--- src/rtl/io_port.sv ---
// io_port: CPU I/O responder with input byte FIFO, output holding register and nSIG strobe decode.
// Optional IO_PORT_OVF_EN enables the sticky dropped-write flag ovf.
module io_port #(
  parameter int DEPTH = 4
) (
  input  logic       clk,
  input  logic       rst,
  input  logic       RD,
  input  logic       WR,
  input  logic [7:0] nSIG,
  input  logic [7:0] acc,
  output logic [7:0] rd_data,
  output logic       rd_empty,
  input  logic       in_valid,
  input  logic [7:0] in_data,
  output logic       in_ready,
  output logic       out_valid,
  output logic [7:0] out_data,
  input  logic       out_ready,
  output logic [5:0] sig_out,
  output logic       ovf
);
  localparam int AW = $clog2(DEPTH);
  logic [7:0] mem [DEPTH];
  logic [AW-1:0] wp, rp;
  logic [AW:0] cnt;
  logic [7:0] low;
  logic push, pop, flush, accept;
  // isolate the lowest active (low) strobe bit: ~n & -(~n) == ~n & (n + 1)
  assign low      = ~nSIG & (nSIG + 8'd1);
  assign flush    = low[1];
  assign rd_empty = cnt == '0;
  assign in_ready = cnt != (AW+1)'(DEPTH);
  assign push     = in_valid & in_ready;
  assign pop      = RD & ~rd_empty;
  assign accept   = WR & (~out_valid | out_ready);
  assign rd_data  = rd_empty ? 8'h00 : mem[rp];
  always_ff @(posedge clk)
    if (push) mem[flush ? '0 : wp] <= in_data;
  always_ff @(posedge clk) begin
    if (rst) begin
      wp        <= '0;
      rp        <= '0;
      cnt       <= '0;
      out_valid <= 1'b0;
      out_data  <= 8'h00;
      sig_out   <= 6'h00;
    end else begin
      sig_out   <= low[7:2];
      out_valid <= accept | (out_valid & ~out_ready);
      if (accept) out_data <= acc;
      if (flush) begin
        rp  <= '0;
        wp  <= push ? AW'(1) : '0;
        cnt <= push ? (AW+1)'(1) : '0;
      end else begin
        if (push) wp <= wp + AW'(1);
        if (pop) rp <= rp + AW'(1);
        cnt <= cnt + (AW+1)'(push) - (AW+1)'(pop);
      end
    end
  end
`ifdef IO_PORT_OVF_EN
  logic drop;
  assign drop = WR & out_valid & ~out_ready;
  always_ff @(posedge clk)
    if (rst) ovf <= 1'b0;
    else ovf <= drop | (ovf & ~low[0]);
`else
  logic unused_clr;
  assign unused_clr = low[0];
  assign ovf = 1'b0;
`endif
endmodule
--- config.mk ---
export PLATFORM = sky130hd
export DESIGN_NAME = io_port
export DESIGN_NICKNAME = d
export VERILOG_FILES = /design/src/rtl/io_port.sv
export SDC_FILE = /design/constraint.sdc
export NUM_CORES = 1
export LEC_CHECK = 0
export BUFFER_PORTS_ARGS = -buffer_cell sky130_fd_sc_hd__buf_2
export CAP_MARGIN = 30
export CORE_MARGIN = 2
export CORE_UTILIZATION = 56
export CTS_CLUSTER_DIAMETER = 30
export DETAILED_ROUTE_END_ITERATION = 8
export PLACE_DENSITY = 0.89
export SETUP_SLACK_MARGIN = 0.05
export SYNTH_ARGS = -nofsm -noshare
export SYNTH_HDL_FRONTEND = slang
export SYNTH_SLANG_ARGS = --single-unit
--- constraint.sdc ---
create_clock -name clk -period 3.5 [get_ports clk]
set_input_delay 0.7 -clock clk [delete_from_list [all_inputs] [get_ports clk]]
set_output_delay 0.7 -clock clk [all_outputs]
set_load 0.02 [all_outputs]
## After elaboration in Yosys (flattened, before gate mapping)

Memory sizes are Yosys's and may differ from the RTL's. A register that Yosys moved wholly into a read port is not among the register bits.
Index checks and enable logic that the tools add are counted.

| word-level totals | value |
|---|---|
| input port bits | 30 |
| logic and storage cells | 38 |
| bits in registers | 22 |
| RAM bits | 32 |
| output and inout port bits | 26 |
| memories kept | 1 |

Memory list:

| memory | words | bits a word | read ports | clocked after memory_dff | wr ports | line | RTL |
|---|---|---|---|---|---|---|---|
| mem | 4 | 8 | 1 | 1 | 1 | 24 | `logic [7:0] mem [DEPTH];` |

| operators by class | value |
|---|---|
| multiplexer cells | 11 |
| equal/unequal tests | 1 |
| $add $sub $neg | 5 |
| bitwise gates (word level) | 11 |
| reduce and logical (&&, ||, !) cells | 3 |

Operators with widths:

| cell | count |
|---|---|
| 2-to-1 mux 2 bit | 5 |
| adder 8 x 1 -> 8 bit, second input constant | 1 |
| bitwise AND 8 bit | 1 |
| 2-to-1 mux 8 bit | 1 |
| NOT 8 bit | 1 |
| adder 2 x 1 -> 2 bit, second input constant | 2 |
| bitwise AND 1 bit | 4 |
| 2-to-1 mux 1 bit | 4 |
| adder 3 x 1 -> 3 bit | 1 |
| zero test 3 bit | 1 |
| 2-to-1 mux 3 bit | 1 |
| inequality test 3 bit, second input constant | 1 |
| NOT 1 bit | 3 |
| subtractor 3 x 1 -> 3 bit | 1 |
| OR 1 bit | 2 |
| nonzero test 2 bit | 1 |
| OR reduction 2 bit | 1 |

## Logic depth before layout (Yosys ltp)

Gate-level depths: netlist of run 1.

| logic depth | value |
|---|---|
| word-level depth | 5 |
| depth in mapped cells | 11 |
| gate-level depth less buffers | 11 |

## Worst setup path after synthesis of run 1

Ideal clock, no wire load.

| path | value |
|---|---|
| kind | input port to flip-flop |
| start point | input port RD |
| end point | register cnt[2] |
| data arrival time | 2.128 ns |
| stages | 10 |
| setup slack | 1.294 ns |
| setup time | 0.078 ns |
| path buffers | 0 |
| data required time | 3.422 ns |
| cell sequence | o31ai_1 > inv_1 > ha_1 > inv_1 > ha_1 > inv_1 > fa_1 > xor2_1 > and2_1 > nor3_1 |

| on the way | value |
|---|---|
| longest elaborated chain between the ends | 3 |

RTL lines:

| what | line | RTL |
|---|---|---|
| start: declaration | 8 | `input logic RD,` |
| bitwise AND 1 bit | 35 | `assign pop = RD & ~rd_empty;` |
| named net pop | 28 | `logic push, pop, flush, accept;` |
| subtractor 3 x 1 -> 3 bit | 59 | `cnt <= cnt + (AW+1)'(push) - (AW+1)'(pop);` |
| 2-to-1 mux 3 bit | 52 | `if (flush) begin` |
| end signal: assignment | 55 | `cnt <= push ? (AW+1)'(1) : '0;` |
| end signal: assignment | 59 |  |
| end: declaration | 26 | `logic [AW:0] cnt;` |

The timed path passes the listed nets, and every way through them passes these cells.
A chain may end at the register's enable or synchronous reset.

==> results of run 1 <==
[worst reg2reg max path: stages, from the launching register on]
cell and delay [ns]:
sky130_fd_sc_hd__dfxtp_1 0.41, sky130_fd_sc_hd__nor3b_1 0.34, sky130_fd_sc_hd__inv_2 0.11, sky130_fd_sc_hd__nand2_4 0.10, sky130_fd_sc_hd__ha_1 0.22, sky130_fd_sc_hd__inv_1 0.05, sky130_fd_sc_hd__ha_1 0.14, sky130_fd_sc_hd__inv_1 0.06
sky130_fd_sc_hd__fa_1 0.37, sky130_fd_sc_hd__xor2_1 0.18, sky130_fd_sc_hd__and2_1 0.17, sky130_fd_sc_hd__nor3_1 0.11
[metrics by stage]
| step | total power, uW | std cells | setup WS [ns] |
|---|---|---|---|
| final | 1700 | 271 | 0.961 |
| after global routing | 1810 | 271 | 0.845 |
| after CTS | 1730 | 271 | 0.900 |
| after detailed placement | 1400 | 263 | 1.07 |
| after global placement | 1390 | 263 | 1.14 |
| after floorplan | 1260 | 163 | 1.29 |
[cell families after synthesis]
family | share of synthesized area [%]
compound gates | 5.87
xor+xnor | 0.775
fa+ha+maj | 1.99
buf+inv | 3.10
flops | 63.8
mux | 8.42
other cells | 0.166
simple gates | 15.9
[registers in the layout, summed over array words and instances, names as in the netlist, named ones only]
signal / flops
mem: 32
sig_out: 6
cnt: 3
wp: 2
rp: 2
out_valid: 1
out_data: 8
[area by class of cell]
type                    count  area share (%)
multi-input cells          94            28.4
clock buffers               6            2.73
inverters                   6           0.848
clock inverters             2           0.424
repair buffers             57            11.0
well taps                  50            2.36
flip-flops and latches     56            54.3
[placed cells by master, fill, tap and decap left out, types with 7 or more instances in the layout]
master	n
sky130_fd_sc_hd__buf_2	54
sky130_fd_sc_hd__edfxtp_1	32
sky130_fd_sc_hd__dfxtp_1	24
sky130_fd_sc_hd__nand3_1	11
sky130_fd_sc_hd__a21oi_1	11
sky130_fd_sc_hd__nor2_1	10
sky130_fd_sc_hd__o21ai_0	9
sky130_fd_sc_hd__mux4_2	8
sky130_fd_sc_hd__nor2b_4	8
sky130_fd_sc_hd__nand2_1	7
[cell usage after synthesis, types with 3 or more instances]
library cell,number,share of area [%]
sky130_fd_sc_hd__o21ai_0,9,2.0
sky130_fd_sc_hd__a21oi_1,11,2.4
sky130_fd_sc_hd__dfxtp_1,24,21
sky130_fd_sc_hd__nor3b_1,5,1.7
sky130_fd_sc_hd__nand3_1,11,2.4
sky130_fd_sc_hd__nor3_1,3,0.66
sky130_fd_sc_hd__inv_1,5,0.83
sky130_fd_sc_hd__nor2_1,10,1.7
sky130_fd_sc_hd__nand2_1,7,1.2
sky130_fd_sc_hd__nor2b_4,8,4.9
sky130_fd_sc_hd__nor2b_1,3,0.83
sky130_fd_sc_hd__edfxtp_1,32,43
sky130_fd_sc_hd__mux4_2,8,8.0
[routing by layer]
layer | vias up | share of wire (%)
li1 | 701 | -
met1 | 658 | 38
met2 | 50 | 53
met3 | 7 | 6.8
met4 | 0 | 1.8
met5 | - | 0
[where the power goes]
part | internal [uW] | leakage [uW] | total [uW] | switching (uW)
combinational | 245 | 0.000542 | 567 | 321
sequential | 757 | 0.000490 | 811 | 54.2
clock | 139 | 0.0000388 | 327 | 188
[worst max path at each step]
stage | start | endpoint | slack [ns]
floorplan | RD | cnt[2]$_SDFF_PP0_ | 1.29
global placement | RD | cnt[2]$_SDFF_PP0_ | 1.14
detailed placement | RD | cnt[2]$_SDFF_PP0_ | 1.07
CTS | flop | rd_data[5] | 0.90
global route | flop | rd_data[4] | 0.85
finish | flop | rd_data[5] | 0.96
==> metrics.log, run 1 <==
INFO  metric worst_r2r_endpoint = cnt[2]$_SDFF_PP0_
INFO  metric antenna_violating_nets_post_route = 0
INFO  metric grt_pass1_vias = roughly 1,400
INFO  metric syn-instance-count = ~160
INFO  metric cpLargestDelayFamily = flip-flops
INFO  metric cts_buffer_count = 5
INFO  metric clock_sink_count = 56
INFO  metric finClkSkew = 0.00660 ns
INFO  metric place_area = approximately 2600 um2
INFO  metric globalRoute.busiestLayer = met2
INFO  metric cp_data_arrival_time = roughly 1.8 ns
INFO  metric detail_route.first_pass.iterations = 4
INFO  metric final_util = 67.4%
INFO  metric remaining_drc_errors = 0
INFO  metric grt_first_pass_wirelength = just over 6000 um
INFO  metric final_period_util = between 70% and 80%
INFO  metric min_delay_worst_endpoint = rp[1]$_SDFFE_PP0P_
INFO  metric timing.reg2reg.setup_slack = between 1 and 1.5 ns
INFO  metric critical_path_class = reg2out
INFO  metric critical_path.reg2reg.startpoint = cnt[2]$_SDFF_PP0_
INFO  metric rsz_0062_raised_after_global_routing = false
INFO  metric placed_wire_length_estimate = ~2800 um
INFO  metric hold_viol = 0
INFO  metric r2r_cells = 11
INFO  metric pwr_density_cell = approximately 640 nW/um2
INFO  metric min-delay-start = rp[1]$_SDFFE_PP0P_
INFO  metric edff_count_synth = 32
INFO  metric cts_hold_repair.buffers = 0
INFO  metric hold-worst-slack = 0.472 ns
INFO  metric critical_path.endpoint_type = primary output
INFO  metric grt_usage = 19.0%
INFO  metric master_of_the_slowest_instance_on_the_critical_path = sky130_fd_sc_hd__dfxtp_1
INFO  metric clock_tree.buffer_depth = 2
INFO  metric timing.slew.headroom = approximately 48%
INFO  metric mappedNetlistNets = 196
INFO  metric layout.filler_cells = between 200 and 300
INFO  metric holdCritPathClass = reg2reg
INFO  metric timing.critical_path.cells = mux4_2 > nor2b_4 > buf_2
INFO  metric status = completed
INFO  metric p_leak = between 0.001 and 0.0015 uW
INFO  metric timing.critical_path.fanout_max = 8
INFO  metric yosysWarnings = 0
INFO  metric route.detailed.vias_per_inst = around 5.2
INFO  metric multiInputGateArea = ~750 um2
INFO  metric critical_path_cell_count = 3
INFO  metric gr-usage-met1 = roughly a fifth
INFO  metric fmax = roughly 390 MHz
INFO  metric mappedNetlistArea = 2260 um2
INFO  metric number_of_h_tree_levels = 2
INFO  metric antenna_cells_inserted = 0
INFO  metric timing.final.max_slew_violations = 0
INFO  metric clock_insertion_delay_worst_skew = ~0.3 ns
INFO  metric floorplan.io_pins = between 50 and 60
INFO  metric mean_instance_size_in_the_synthesized_netlist = around 14 um2
INFO  metric critical_path_source_type = flop
INFO  metric totalNegativeSetupSlack = 0 ns
INFO  metric clk_root_buffer_cell = sky130_fd_sc_hd__clkbuf_8
INFO  metric die_width = around 68 um
INFO  metric avgRoutedWirePerCell = around 14 um
INFO  metric cts.repair.resized = 0
INFO  metric synthToLayoutAreaGrowth = 17.6%
INFO  metric die_height = between 60 and 70 um
INFO  metric drive_above_1_share = between 30% and 40%
INFO  metric antenna_violations_before_repair = 0
INFO  metric gr_overflow_total = 0
INFO  metric cts_setup_buffers = 0
INFO  metric critPathMaxStageDelay = about 0.66 ns
INFO  metric stdcell_area = roughly 2700 um2
INFO  metric cap_violations = 0
INFO  metric nets = ~250
INFO  metric finalSetupViolations = 0
INFO  metric floorplan.rows = 23
INFO  metric grt_use_met3 = approximately 6.7%
INFO  metric initialDrtViolationCount = 64
INFO  metric sequential_cell_area_fraction_in_the_yosys_report = between 60% and 70%
INFO  metric critical_path_required = between 2 and 3 ns
INFO  metric final_period_minus_worst_setup_slack = between 2 and 3 ns
INFO  metric routed_wire_length = 3750 um
INFO  metric async_reset_ff_share = 0%
INFO  metric maximum_number_of_pins_on_one_net_before_global_route_repair = 17
INFO  metric initial_utilization = between 50 and 60%
INFO  metric synth_ff_type = sky130_fd_sc_hd__edfxtp_1
INFO  metric worst_path_clk_slew = 0.09 ns
INFO  metric placement.io_buffers = between 50 and 60
INFO  metric die_area = around 4600 um2
INFO  metric post_synth_num_cell_types = 34
INFO  metric finalWeightedCongestion = approximately 0.81
INFO  metric hold_depth = 2
INFO  metric worst_vdd_rail_ir_drop = approximately 0.37 mV
INFO  metric sequential_cell_area = ~1400 um2
INFO  metric worstMarginPinSlew = roughly 0.78 ns
INFO  metric fp.coreArea = 3940 um2
INFO  metric number_of_storage_elements_in_the_synthesis_netlist = between 50 and 60
INFO  metric cts_tree = built
INFO  metric worst-path-buf-inv = 1
INFO  metric met2_usage = a little over a third
INFO  metric routed-via-count = between 1,000 and 1,500
No activity file was read; power rests on OpenSTA's default activity.
==> run 2: changes to the inputs <==
ABC_AREA = 1   (was unset)
CORE_UTILIZATION = 52   (was 56)
PLACE_DENSITY = 0.84   (was 0.89)
clock period = 2.6 ns   (was 3.5 ns; I/O delays follow)
==> run 2 against run 1 <==
Design area shrank 0.94%. Cell count rose by 23%. Synthesized cell count grew 37%. Area after synthesis decreased by 1.7%. Sequential share of layout area up 0.52 points. Worst hold slack worse by 0.11 ns.
==> metrics.log, run 2 <==
INFO  metric syn-instance-count = around 220
INFO  metric mean_instance_size_in_the_synthesized_netlist = a little under 10 um2
INFO  metric antenna_cells_inserted = 0
INFO  metric critical_path_cell_count = 4
INFO  metric netSwitchingFraction = a little over a third
INFO  metric layout.filler_cells = between 300 and 400
INFO  metric post_synth_num_cell_types = 23
INFO  metric synthTopCellsByArea = sky130_fd_sc_hd__edfxtp_1 43%, sky130_fd_sc_hd__dfxtp_1 22%, sky130_fd_sc_hd__nor2_1 9.5%
INFO  metric status = completed
INFO  metric largest_reg_flops = 32
INFO  metric cts_buffer_count = 5
INFO  metric maximum_number_of_pins_on_one_net_before_global_route_repair = 20
INFO  metric number_of_storage_elements_in_the_synthesis_netlist = 56
INFO  metric critical_path_source_type = flop
INFO  metric synthToLayoutAreaGrowth = 18.4%
INFO  metric finalSetupViolations = 0
INFO  metric mappedNetlistNets = approximately 260
INFO  metric cts_setup_buffers = 0
INFO  metric hold_viol = 0
INFO  metric worst_vdd_rail_ir_drop = between 0.4 and 0.5 mV
INFO  metric critPathMaxStageDelay = between 0.6 and 0.7 ns
INFO  metric clk_root_buffer_cell = sky130_fd_sc_hd__clkbuf_8
INFO  metric cpLargestDelayFamily = flip-flops
INFO  metric cell_internal_power = roughly 1400 uW
INFO  metric route.detailed.vias_per_inst = 4.79
INFO  metric finalWeightedCongestion = around 0.76
INFO  metric critical_path.reg2reg.startpoint = cnt[1]$_SDFF_PP0_
INFO  metric hold_depth = 2
INFO  metric worstMarginPinSlew = between 0.5 and 0.6 ns
INFO  metric worst_r2r_endpoint = cnt[2]$_SDFF_PP0_
INFO  metric antenna_violations_before_repair = 0
INFO  metric final_util = about 65%
INFO  metric min-delay-start = nSIG[6]
INFO  metric cap_violations = 0
INFO  metric worst-path-buf-inv = 2
INFO  metric number_of_h_tree_levels = 2
INFO  metric timing.slew.headroom = a little over three fifths
INFO  metric yosys.cell_count.top_type = sky130_fd_sc_hd__nor2_1
INFO  metric floorplan.rows = 23
INFO  metric hold-worst-slack = 0.366 ns
INFO  metric timing.critical_path.cells = inv_2 > o21ai_0 > a21oi_1 > buf_2
INFO  metric clock_sink_count = 56
INFO  metric synth_largest_area_cell = sky130_fd_sc_hd__edfxtp_1
INFO  metric power_switching = 791 uW
INFO  metric min_delay_worst_endpoint = sig_out[4]$_SDFF_PP0_
INFO  metric routed-via-count = 1,599
INFO  metric final_period_minus_worst_setup_slack = 2.24 ns
INFO  metric fp.coreArea = between 4000 and 5000 um2
INFO  metric fmax = around 450 MHz
INFO  metric remaining_drc_errors = 0
INFO  metric final_common_cell = sky130_fd_sc_hd__nor2_1
INFO  metric edff_count_synth = 32
INFO  metric timing.reg2reg.setup_slack = ~0.56 ns
INFO  metric yosysTopAreaCellShare = between 40% and 50%
INFO  metric routed_wire_length = approximately 3700 um
INFO  metric cts_hold_repair.buffers = 0
INFO  metric antenna_violating_nets_post_route = 0
INFO  metric clock_tree.buffer_depth = 2
INFO  metric async_reset_ff_share = 0%
INFO  metric cts_tree = built
INFO  metric finClkSkew = between 0.008 and 0.009 ns
INFO  metric synth_ff_type = sky130_fd_sc_hd__edfxtp_1
INFO  metric master_of_the_slowest_instance_on_the_critical_path = sky130_fd_sc_hd__dfxtp_1
INFO  metric timing.critical_path.fanout_max = 17
INFO  metric power.combinational.fraction = between 20% and 30%
INFO  metric critical_path_class = reg2out
INFO  metric grt_usage = 16.7%
INFO  metric grt_first_pass_wirelength = between 6000 and 7000 um
INFO  metric cp_data_arrival_time = between 1.5 and 2 ns
INFO  metric die_width = a little under 70 um
INFO  metric p_leak = around 0.0012 uW
INFO  metric pwr_density_cell = between 800 and 900 nW/um2
INFO  metric totalNegativeSetupSlack = 0 ns
INFO  metric nets = 316
INFO  metric reg_top3 = mem: 32 flops, out_data: 8 flops, sig_out: 6 flops
INFO  metric floorplan.io_pins = 56
INFO  metric placed_wire_length_estimate = 2670 um
INFO  metric pwr-share-clk = between 20% and 30%
INFO  metric worst_path_clk_slew = ~0.1 ns
INFO  metric r2r_cells = 12
INFO  metric drive_above_1_share = between 20% and 30%
INFO  metric critical_path.endpoint_type = primary output
INFO  metric gr_overflow_total = 0
INFO  metric power.share.sequential = between 40% and 50%
INFO  metric detail_route.first_pass.iterations = 4
INFO  metric die_area = 4810 um2
INFO  metric mappedNetlistArea = 2220 um2
INFO  metric grt_pass1_vias = between 1,500 and 2,000
INFO  metric rsz_0062_raised_after_global_routing = false
INFO  metric placement.io_buffers = 54
INFO  metric die_height = between 60 and 70 um
INFO  metric total_power = 2230 uW
INFO  metric initial_utilization = 54.8%
INFO  metric holdCritPathClass = in2reg
INFO  metric final_period_util = around 86%
INFO  metric initialDrtViolationCount = 132
INFO  metric avgRoutedWirePerCell = around 11 um
INFO  metric sequential_cell_area_fraction_in_the_yosys_report = between 60 and 70%
INFO  metric critical_path_required = ~2.1 ns
INFO  metric timing.final.max_slew_violations = 0
INFO  metric ys_top_cells_by_count = 56 x sky130_fd_sc_hd__nor2_1, 32 x sky130_fd_sc_hd__edfxtp_1, 24 x sky130_fd_sc_hd__dfxtp_1
INFO  metric clock_insertion_delay_worst_skew = between 0.3 and 0.4 ns
INFO  metric top_register = mem
INFO  metric yosysWarnings = 0
INFO  metric cts.repair.resized = 0
INFO  metric layout.cells.most_common_list = 56 x sky130_fd_sc_hd__nor2_1, 54 x sky130_fd_sc_hd__buf_2, 32 x sky130_fd_sc_hd__edfxtp_1
## run 2: area by class of cell
type,count,area [um2],area share [%]
Multi-Input combinational cell,140,648,24.6
Sequential cell,56,1440,54.8
Clock inverter,3,27.5,1.05
Clock buffer,5,68.8,2.62
Timing Repair Buffer,58,300,11.4
Tap cell,50,62.6,2.38
Inverter,22,82.6,3.14
## run 2: worst max-delay path by stage
| stage | from | endpoint | slack (ns) |
|---|---|---|---|
| floorplan | cnt[1]$_SDFF_PP0_ | cnt[2]$_SDFF_PP0_ | 0.75 |
| global route | flop | rd_data[3] | 0.22 |
| global placement | RD | cnt[2]$_SDFF_PP0_ | 0.66 |
| detailed placement | cnt[1]$_SDFF_PP0_ | cnt[2]$_SDFF_PP0_ | 0.59 |
| finish | flop | rd_data[7] | 0.36 |
| CTS | flop | rd_data[7] | 0.37 |
## run 2: metal layers
layer | GRT usage [%] | share of wire (%) | vias up
met5 | 0 | 0 | -
li1 | - | - | 853
met3 | 5.23 | 7.1 | 8
met1 | 19.2 | 44 | 683
met4 | 6.54 | 1.7 | 0
met2 | 28.8 | 47 | 55
## run 2: kinds of logic after synthesis
family                     count (synthesis)  share of synthesized area [%]
AOI/OAI and AO/OA                         41                           9.23
DFF                                       56                           64.9
adders and majority gates                  3                           2.03
other                                      1                          0.169
and+or+nand+nor                           93                           16.9
xor gates and xnor gates                   2                          0.788
buffers and inverters                     28                           5.97
## run 2: power by group through the flow
stage / registers [uW] / logic, uW / clock network [uW]
2_1_floorplan: 1090 / 480 / 0
3_3_place_gp: 1100 / 653 / 0
3_5_place_dp: 1100 / 669 / 0
4_1_cts: 1080 / 672 / 486
5_1_grt: 1090 / 746 / 528
6_report: 1080 / 668 / 482
## run 2: stage by stage
step | setup WS, ns | std cells | cell area [um2]
floorplan | 0.748 | 224 | 2220
global placement | 0.660 | 326 | 2530
detailed placement | 0.586 | 326 | 2530
CTS | 0.368 | 334 | 2630
global route | 0.221 | 334 | 2630
finish | 0.360 | 334 | 2630
## run 2: worst reg2reg max path, stage by stage, from the launching register on
cell	delay (ns)
sky130_fd_sc_hd__dfxtp_1	0.38
sky130_fd_sc_hd__nor2_2	0.13
sky130_fd_sc_hd__nand2_1	0.13
sky130_fd_sc_hd__nand2_1	0.15
sky130_fd_sc_hd__inv_1	0.06
sky130_fd_sc_hd__ha_1	0.28
sky130_fd_sc_hd__inv_1	0.06
sky130_fd_sc_hd__ha_1	0.14
sky130_fd_sc_hd__inv_1	0.05
sky130_fd_sc_hd__fa_1	0.37
sky130_fd_sc_hd__inv_1	0.06
sky130_fd_sc_hd__nand2_1	0.05
sky130_fd_sc_hd__a21oi_1	0.12
==> run 3: changes to the inputs <==
CORE_ASPECT_RATIO = 0.5   (was unset)
HOLD_SLACK_MARGIN = 0.12   (was unset)
PLACE_DENSITY = 0.77   (was 0.84)
==> run 3 against run 2 <==
Clock skew up 0.0032 ns. Critical path depth up 1. Sequential share of layout area down 0.57 points. Critical endpoint is now rd_data[1].
==> metrics.log, run 3 (synthesis gave the netlist of run 2 again) <==
INFO  metric critical_path_class = reg2out
INFO  metric worst_vdd_rail_ir_drop = 0.360 mV
INFO  metric final_period_util = between 80% and 90%
INFO  metric worst_path_clk_slew = 0.09 ns
INFO  metric worst_r2r_endpoint = cnt[2]$_SDFF_PP0_
INFO  metric cts_hold_repair.buffers = 0
INFO  metric cp_data_arrival_time = between 1.5 and 2 ns
INFO  metric clock_insertion_delay_worst_skew = 0.31 ns
INFO  metric critical_path.endpoint_type = primary output
INFO  metric status = completed
INFO  metric timing.critical_path.cells = inv_1 > nor2_1 > o21ai_1 > a21oi_1 > buf_2
INFO  metric hold_viol = 0
INFO  metric cts_buffer_count = 5
INFO  metric cts.repair.resized = 0
INFO  metric die_area = 4840 um2
INFO  metric route.detailed.vias_per_inst = ~5
INFO  metric r2r_cells = 12
INFO  metric critical_path_source_type = flop
INFO  metric placed_wire_length_estimate = ~3000 um
INFO  metric cpLargestDelayFamily = flip-flops
INFO  metric fmax = ~460 MHz
INFO  metric remaining_drc_errors = 0
INFO  metric pwr_density_cell = a little under 900 nW/um2
INFO  metric p_leak = 0.00117 uW
INFO  metric drive_above_1_share = around a quarter
INFO  metric layout.cells.most_common_list = 56 x sky130_fd_sc_hd__nor2_1, 54 x sky130_fd_sc_hd__buf_2, 32 x sky130_fd_sc_hd__edfxtp_1
INFO  metric initial_utilization = 55.5%
INFO  metric detailedPlace.worstSlack = ~0.6 ns
INFO  metric clock_sink_count = 56
INFO  metric die_height = 50.2 um
INFO  metric min-delay-start = nSIG[4]
INFO  metric holdCritPathClass = in2reg
INFO  metric largest_reg_flops = 32
INFO  metric final_common_cell = sky130_fd_sc_hd__nor2_1
INFO  metric cts_setup_buffers = 0
INFO  metric timing.final.max_slew_violations = 0
INFO  metric antenna_violating_nets_post_route = 0
INFO  metric detail_route.first_pass.iterations = 4
INFO  metric floorplan.rows = 16
INFO  metric cts_tree = built
INFO  metric avgRoutedWirePerCell = roughly 12 um
INFO  metric finalSetupViolations = 0
INFO  metric worst-path-buf-inv = 2
INFO  metric reg_top3 = mem: 32 flops, out_data: 8 flops, sig_out: 6 flops
INFO  metric grt_first_pass_wirelength = 6760 um
INFO  metric master_of_the_slowest_instance_on_the_critical_path = sky130_fd_sc_hd__dfxtp_1
INFO  metric hold_depth = 2
INFO  metric totalNegativeSetupSlack = 0 ns
INFO  metric rsz_0062_raised_after_global_routing = false
INFO  metric grt_usage = 18.8%
INFO  metric fp.coreArea = between 4000 and 5000 um2
INFO  metric timing.critical_path.fanout_max = 9
INFO  metric timing.reg2reg.setup_slack = around 0.56 ns
INFO  metric number_of_h_tree_levels = 2
INFO  metric antenna_violations_before_repair = 0
INFO  metric critPathMaxStageDelay = 0.57 ns
INFO  metric finalWeightedCongestion = ~0.79
INFO  metric nets = about 320
INFO  metric cap_violations = 0
INFO  metric maximum_number_of_pins_on_one_net_before_global_route_repair = 18
INFO  metric min_delay_worst_endpoint = sig_out[2]$_SDFF_PP0_
INFO  metric routed-via-count = 1,681
INFO  metric gr_overflow_total = 0
INFO  metric placement.io_buffers = 54
INFO  metric antenna_cells_inserted = 0
INFO  metric final_period_minus_worst_setup_slack = roughly 2.2 ns
INFO  metric setup_slack = slightly above 0.4 ns
INFO  metric grt_pass1_vias = 1,532
INFO  metric top_register = mem
INFO  metric routed_wire_length = around 4100 um
INFO  metric die_width = just under 100 um
INFO  metric initialDrtViolationCount = between 40 and 50
INFO  metric hold-worst-slack = approximately 0.38 ns
INFO  metric floorplan.io_pins = 56
INFO  metric critical_path.reg2reg.startpoint = cnt[1]$_SDFF_PP0_
INFO  metric finClkSkew = 0.0121 ns
INFO  metric synthToLayoutAreaGrowth = 19.7%
INFO  metric critical_path_required = roughly 2.1 ns
INFO  metric clk_root_buffer_cell = sky130_fd_sc_hd__clkbuf_8
INFO  metric clock_tree.buffer_depth = 2
==> run 3: cell types whose count changed in the layout (fill, tap and decap cells not counted) <==
cell	delta
sky130_fd_sc_hd__inv_8	-1
sky130_fd_sc_hd__clkbuf_1	+1
sky130_fd_sc_hd__bufinv_16	+1
sky130_fd_sc_hd__clkinv_4	-1
sky130_fd_sc_hd__clkinvlp_4	-1
sky130_fd_sc_hd__buf_4	+1
sky130_fd_sc_hd__inv_6	+1
==> run 3: area by class of cell <==
type,count,area [um2]
clock buffers,6,72.6
well taps,54,67.6
flip-flops and latches,56,1440
clock inverters,2,38.8
multi-input cells,140,648
inverters,22,82.6
repair buffers,59,308
fillers,317,1350
==> run 3: worst register-to-register path, stage by stage (launching register included) <==
cell	delay, ns
sky130_fd_sc_hd__dfxtp_1	0.39
sky130_fd_sc_hd__nor2_2	0.14
sky130_fd_sc_hd__nand2_1	0.12
sky130_fd_sc_hd__nand2_1	0.14
sky130_fd_sc_hd__inv_1	0.06
sky130_fd_sc_hd__ha_1	0.29
sky130_fd_sc_hd__inv_1	0.05
sky130_fd_sc_hd__ha_1	0.13
sky130_fd_sc_hd__inv_1	0.05
sky130_fd_sc_hd__fa_1	0.38
sky130_fd_sc_hd__inv_1	0.06
sky130_fd_sc_hd__nand2_1	0.05
sky130_fd_sc_hd__a21oi_1	0.11
==> run 3: report_power, final <==
group | internal (uW) | leakage, uW | switching [uW]
Combinational | 233 | 0.000624 | 454
Clock | 291 | 0.0000558 | 268
Sequential | 1020 | 0.000490 | 60.4
==> run 3: worst max path at each step <==
stage                              to  slack, ns  depth (start not counted)              start
finish                     rd_data[1]       0.41                          5               flop
global route               rd_data[4]       0.27                          5               flop
CTS                        rd_data[6]       0.38                          5               flop
detailed placement  cnt[2]$_SDFF_PP0_       0.59                         12  cnt[1]$_SDFF_PP0_
global placement    cnt[2]$_SDFF_PP0_       0.66                         11                 RD
floorplan           cnt[2]$_SDFF_PP0_       0.75                         12  cnt[1]$_SDFF_PP0_
==> run 3: layer usage <==
metal  GRT usage [%]  wire (um)  vias to the layer above
met4            5.63         45                        0
met3            4.50        260                        7
met1            21.7       1700                      771
li1                -          -                      853
met5               0          0                        -
met2            35.0       2120                       50
==> run 3: per-stage QoR <==
stage                     std cells  power [uW]  utilization (%)  cell area (um2)
after global routing            339        2460             66.4             2660
after detailed placement        331        1790             63.6             2550
after floorplan                 224        1570                -             2220
after CTS                       339        2340             66.4             2660
final                           339        2330             66.4             2660
after global placement          331        1770             63.6             2550
